<file path="src/rtl/plru_state_array.sv">
// Tree pseudo-LRU state store with forwarding and a sequenced flush.
// Optional per-way invalid mask on queries: define PLRU_INV_MASK_EN.
module plru_state_array #(
   parameter int S_INDEX  = 4,
   parameter int NUM_WAYS = 4
) (
   input  logic                         clk0,
   input  logic                         rst0,
   output logic                         ready,
   input  logic                         q_valid,
   input  logic [S_INDEX-1:0]           q_addr,
   output logic                         q_resp_valid,
   output logic [$clog2(NUM_WAYS)-1:0]  q_victim,
   input  logic                         u_valid,
   input  logic [S_INDEX-1:0]           u_addr,
   input  logic [$clog2(NUM_WAYS)-1:0]  u_way,
`ifdef PLRU_INV_MASK_EN
   input  logic [NUM_WAYS-1:0]          q_inv_mask,
`endif
   input  logic                         flush
);

   localparam int NUM_SETS = 2 ** S_INDEX;
   localparam int W_IDX    = $clog2(NUM_WAYS);
   localparam int TREE_W   = NUM_WAYS - 1;

   typedef enum logic {IDLE, FLUSH} state_e;

   state_e                state_q, state_d;
   logic [S_INDEX-1:0]    cnt_q, cnt_d;
   logic [TREE_W-1:0]     trees_q [NUM_SETS];
   logic [TREE_W-1:0]     trees_d [NUM_SETS];
   logic                  pend_v_q, pend_v_d;
   logic [S_INDEX-1:0]    pend_addr_q, pend_addr_d;
   logic [TREE_W-1:0]     pend_tree_q, pend_tree_d;
   logic                  qv_q, qv_d;
   logic [S_INDEX-1:0]    qa_q, qa_d;
   logic [W_IDX-1:0]      hold_q, hold_d;
`ifdef PLRU_INV_MASK_EN
   logic [NUM_WAYS-1:0]   mask_q, mask_d;
`endif

   logic                  q_acc, u_acc, f_acc;
   logic [TREE_W-1:0]     u_base, u_tree, r_tree;
   logic [W_IDX-1:0]      vict;

   function automatic logic [W_IDX-1:0] tree_victim(
      input logic [TREE_W-1:0] t
   );
      logic [W_IDX-1:0] idx;
      logic [W_IDX-1:0] v;
      logic             b;
      idx = '0;
      v   = '0;
      for (int l = 0; l < W_IDX; l++) begin
         b   = t[idx];
         v   = W_IDX'({v, b});
         idx = W_IDX'(2 * idx + 1 + b);
      end
      return v;
   endfunction

   // Each node on the path is flipped to point away from the touched way.
   function automatic logic [TREE_W-1:0] tree_touch(
      input logic [TREE_W-1:0] t,
      input logic [W_IDX-1:0]  w
   );
      logic [TREE_W-1:0] r;
      logic [W_IDX-1:0]  idx;
      logic [W_IDX-1:0]  ww;
      logic              b;
      r   = t;
      idx = '0;
      ww  = w;
      for (int l = 0; l < W_IDX; l++) begin
         b      = ww[W_IDX-1];
         ww     = ww << 1;
         r[idx] = ~b;
         idx    = W_IDX'(2 * idx + 1 + b);
      end
      return r;
   endfunction

   assign ready = (state_q == IDLE);
   assign q_acc = q_valid & ready;
   assign u_acc = u_valid & ready;
   assign f_acc = flush & ready;

   always_comb begin
      u_base = trees_q[u_addr];
      if (pend_v_q && pend_addr_q == u_addr)
         u_base = pend_tree_q;
      u_tree      = tree_touch(u_base, u_way);
      pend_v_d    = u_acc;
      pend_addr_d = u_acc ? u_addr : pend_addr_q;
      pend_tree_d = u_acc ? u_tree : pend_tree_q;
   end

   always_comb begin
      r_tree = trees_q[qa_q];
      if (pend_v_q && pend_addr_q == qa_q)
         r_tree = pend_tree_q;
      vict = tree_victim(r_tree);
`ifdef PLRU_INV_MASK_EN
      for (int i = NUM_WAYS - 1; i >= 0; i--)
         if (mask_q[i])
            vict = W_IDX'(i);
`endif
      q_resp_valid = qv_q;
      q_victim     = qv_q ? vict : hold_q;
      hold_d       = q_victim;
      qv_d         = q_acc;
      qa_d         = q_acc ? q_addr : qa_q;
`ifdef PLRU_INV_MASK_EN
      mask_d       = q_acc ? q_inv_mask : mask_q;
`endif
   end

   // Sweep write wins over a pending commit to the same set.
   always_comb begin
      trees_d = trees_q;
      if (pend_v_q)
         trees_d[pend_addr_q] = pend_tree_q;
      if (state_q == FLUSH)
         trees_d[cnt_q] = '0;
   end

   always_comb begin
      state_d = state_q;
      cnt_d   = cnt_q;
      unique case (state_q)
         IDLE: begin
            if (f_acc) begin
               state_d = FLUSH;
               cnt_d   = '0;
            end
         end
         FLUSH: begin
            cnt_d = cnt_q + 1'b1;
            if (cnt_q == S_INDEX'(NUM_SETS - 1))
               state_d = IDLE;
         end
         default: state_d = IDLE;
      endcase
   end

   always_ff @(posedge clk0 or posedge rst0) begin
      if (rst0) begin
         state_q     <= IDLE;
         cnt_q       <= '0;
         pend_v_q    <= 1'b0;
         pend_addr_q <= '0;
         pend_tree_q <= '0;
         qv_q        <= 1'b0;
         qa_q        <= '0;
         hold_q      <= '0;
`ifdef PLRU_INV_MASK_EN
         mask_q      <= '0;
`endif
         for (int i = 0; i < NUM_SETS; i++)
            trees_q[i] <= '0;
      end else begin
         state_q     <= state_d;
         cnt_q       <= cnt_d;
         pend_v_q    <= pend_v_d;
         pend_addr_q <= pend_addr_d;
         pend_tree_q <= pend_tree_d;
         qv_q        <= qv_d;
         qa_q        <= qa_d;
         hold_q      <= hold_d;
`ifdef PLRU_INV_MASK_EN
         mask_q      <= mask_d;
`endif
         trees_q     <= trees_d;
      end
   end

endmodule

</file>
<file path="config.mk">
export PLATFORM = sky130hd
export DESIGN_NAME = plru_state_array
export DESIGN_NICKNAME = d
export VERILOG_FILES = /design/src/rtl/plru_state_array.sv
export SDC_FILE = /design/constraint.sdc
export NUM_CORES = 1
export LEC_CHECK = 0
export BUFFER_PORTS_ARGS = -buffer_cell sky130_fd_sc_hd__buf_2
export CAP_MARGIN = 10
export CORE_MARGIN = 2
export CORE_UTILIZATION = 40
export CTS_BUF_LIST = sky130_fd_sc_hd__clkbuf_4 sky130_fd_sc_hd__clkbuf_8
export CTS_CLUSTER_DIAMETER = 200
export DETAILED_ROUTE_END_ITERATION = 10
export PLACE_DENSITY = 0.64
export REMOVE_ABC_BUFFERS = 1
export SLEW_MARGIN = 10
export SYNTH_ARGS = -nofsm -noshare
export SYNTH_HDL_FRONTEND = slang
export SYNTH_SLANG_ARGS = --single-unit
</file>
<file path="constraint.sdc">
create_clock -name clk0 -period 3.1 [get_ports clk0]
set_input_delay 0.93 -clock clk0 [delete_from_list [all_inputs] [get_ports clk0]]
set_output_delay 0.93 -clock clk0 [all_outputs]
set_load 0.02 [all_outputs]
</file>
==> flow_summary.json <==
{
  "status": "finished, violations left",
  "failed_checks": "setup timing",
  "final_layout_size_suffix_gt1_frac": 0.204,
  "synth-seq-cells": 68,
  "synthFlopType": "dfrtp_1",
  "wl_per_cell_um": 19.6,
  "gp_congestion": 0.844,
  "synth_edf_count": 0,
  "syn_inst": 357,
  "synthTopCellsByArea": "dfrtp_1 (45%), mux2i_1 (11%), mux4_2 (9.6%), nor2_1 (5.7%), nand2_1 (4.5%)",
  "row_count": 35,
  "p_per_area_nw_per_um2": 822,
  "pwr-share-clk": 0.185,
  "leakage_nw": 2.00,
  "ioPinCount": 19,
  "yosysTopAreaCell": "dfrtp_1",
  "finalSetupViolCount": 2,
  "area_delta_synth_final_pct": 12.5,
  "track_usage": 0.205,
  "routed_wl_mm": 9.69,
  "reg2regPathDepth": 8,
  "cts_root_buf": "clkbuf_8",
  "maxCapViolations": 0,
  "yosysSeqAreaShare": 0.452,
  "holdWs_ns": 0.536,
  "ff2ff_setup_slack_ns": 0.86,
  "fin_ws_ns": -0.257,
  "dieArea_um2": 10200,
  "cp-start-kind": "register",
  "power.net_switching_w": 0.00141,
  "synth-async-reset-ratio": 1.00,
  "worstMarginPinSlew_ns": 0.736,
  "final.setup_skew_ns": 0.0141,
  "cts.sinks": 68,
  "critical_path_required_ns": 2.17,
  "syn_area_per_cell_um2": 10.5,
  "hpwl_mm": 6.86,
  "slew_headroom": 0.508,
  "drc_errors": 0,
  "fin_tns_setup_ns": -0.355,
  "grt_pass1_vias": 2886,
  "crit_family": "multiplexers",
  "hp-class": "reg2reg",
  "fill_cells": 865,
  "die_h_um": 101,
  "via_per_inst": 5.83,
  "final_cells": 494,
  "synth_warnings": 0,
  "worstHoldStart": "trees_q[30]$_DFF_PP0_",
  "p_comb_frac": 0.404,
  "nets": 399,
  "fp.coreArea_um2": 9200,
  "dp_cells": 475,
  "start_util": 0.409,
  "clock_latency_ns": 0.36,
  "overflow": 0,
  "multiInputGateArea_um2": 1960,
  "cts_tree": "built",
  "die_w_um": 101,
  "r2r_start": "qa_q[1]$_DFFE_PP0P_",
  "p_int_w": 0.00207,
  "period_share": 1.08,
  "clock.fmax_mhz": 298,
  "cts.clk_slew.worst_paths_ns": 0.08,
  "cts_max_level": 3,
  "critPathLaunch": "qa_q[1]$_DFFE_PP0P_",
  "cts_buffers": 9,
  "crit_type": "reg2out",
  "cp_slowest_cell": "mux4_2",
  "holdPathEnd": "trees_q[30]$_DFF_PP0_",
  "synth_cell_types": 31,
  "yosysMostFrequentCell": "dfrtp_1",
  "grt_setup_unrepaired": "yes",
  "yosysTopAreaCellShare": 0.452,
  "clock_path_buffers": 2,
  "worstPathMaxFanout": 7,
  "grt_start_max_net_pins": 41,
  "final_hold_viol_count": 0,
  "crit_chain": "mux4_2, mux2i_4, mux2i_2, nor4b_2, nor4_2, buf_4",
  "syn-cell-area_um2": 3760,
  "ant_nets": 0,
  "slowest_delay_ns": 0.55,
  "seqCellArea_um2": 1700,
  "diodes": 0,
  "p_sw_frac": 0.405,
  "reg2reg_to": "hold_q[0]$_DFF_PP0_",
  "num_vias": 2880,
  "hold_depth": 2,
  "yosys-top-cells-count": "dfrtp_1 (68), nor2_1 (57), nand2_1 (45)",
  "grt_first_pass_wirelength_mm": 15.5,
  "worstPathArrival_ns": 2.43,
  "drt_iter0_drc": 288,
  "peakVddDrop_uv": 381,
  "pwr-share-seq": 0.411,
  "path_buf_inv": 1,
  "fin_crit_ns": 3.36,
  "io_buffer_count": 18,
  "drt-pass1-iter-count": 5,
  "slew_violations": 0,
  "antenna_found_initial": 0,
  "endpoint_kind": "primary output"
}
==> how the worst max path moves through the flow <==
stage,cells past startpoint,end,slack (ns)
after floorplan,5,q_victim[0],-0.32
after global placement,6,q_victim[0],-0.009
after detailed placement,6,q_victim[0],-0.06
after CTS,6,q_victim[0],-0.27
after global routing,7,q_victim[0],-0.34
final,6,q_victim[0],-0.26
==> through the flow <==
stage	total power (W)	setup slack, ns	cell area (µm²)	util
after floorplan	0.00222	-0.323	3650	-
after global routing	0.00369	-0.342	4230	0.460
final	0.00348	-0.257	4230	0.460
after CTS	0.00343	-0.272	4190	0.455
after global placement	0.00273	-0.00893	4000	0.435
after detailed placement	0.00275	-0.0566	4000	0.435
==> layout make-up <==
type                    instances  area share
clock buffers                  11      0.0343
clock inverters                 3     0.00355
multi-input cells             258       0.463
flip-flops and latches         68       0.403
repair buffers                 37      0.0586
inverters                       6     0.00532
well taps                     111      0.0328
==> cells in the final DEF (no fill, tap or decap), types with 2 or more instances in the layout <==
cell type,netlist,final
dfrtp_1,68,67
nor2_1,57,57
nand2_1,45,45
mux2i_1,41,38
a21oi_1,22,22
buf_4,0,19
buf_2,2,17
mux4_2,16,16
o21ai_0,16,16
clkbuf_8,0,10
xor2_1,7,7
mux4_1,6,6
nand3_1,5,5
inv_1,5,4
nor3_1,4,4
nand3b_1,4,4
nand2b_1,4,4
or3_1,4,4
mux2_2,4,4
ha_1,4,4
xnor2_1,3,3
o31ai_1,3,3
clkinv_2,0,3
mux2i_2,0,2
nor4_1,3,2
and3_1,2,2
a2bb2oi_1,2,2
o22ai_1,2,2
==> worst min-delay path: stages (launching register included) <==
cell and delay (ns):
dfrtp_1 0.35, mux2i_1 0.07, nor2_1 0.08
==> state kept, by name, summed over array words and instances, names as in the netlist <==
signal	cells
q_resp_valid	1
trees_q	48
cnt_q	4
state_q	1
pend_tree_q	3
qa_q	4
hold_q	2
pend_v_q	1
pend_addr_q	4
==> layer usage <==
| metal | GRT usage | vias to the layer above | wire length [µm] |
|---|---|---|---|
| met1 | 0.282 | 1463 | 4330 |
| met4 | 0.0717 | 0 | 193 |
| met5 | 0 | - | 0 |
| li1 | - | 1303 | - |
| met3 | 0.0617 | 18 | 590 |
| met2 | 0.311 | 96 | 4580 |
==> cells by family after synthesis <==
family                     synth area share
and+or+nand+nor                       0.152
DFF                                   0.452
muxes                                 0.259
AOI/OAI and AO/OA                    0.0645
buffers and inverters                0.0356
xor gates and xnor gates             0.0233
adders and majority gates            0.0133
==> power groups by stage <==
stage / Combinational, W / Sequential, W / Clock, W
after detailed placement: 0.00131 / 0.00144 / 0
after floorplan: 0.000766 / 0.00145 / 0
after CTS: 0.00135 / 0.00142 / 0.000654
after global routing: 0.00152 / 0.00147 / 0.000702
final: 0.00141 / 0.00143 / 0.000642
after global placement: 0.00130 / 0.00142 / 0
==> what timing repair did <==
action	in CTS	in global routing
hold buffers	0	0
pin swaps	3	1
setup endpoints to repair	2	2
setup buffers	4	2
endpoints found under the hold margin	0	0
gates resized for setup	3	5
(Power assumes the default switching activity.)
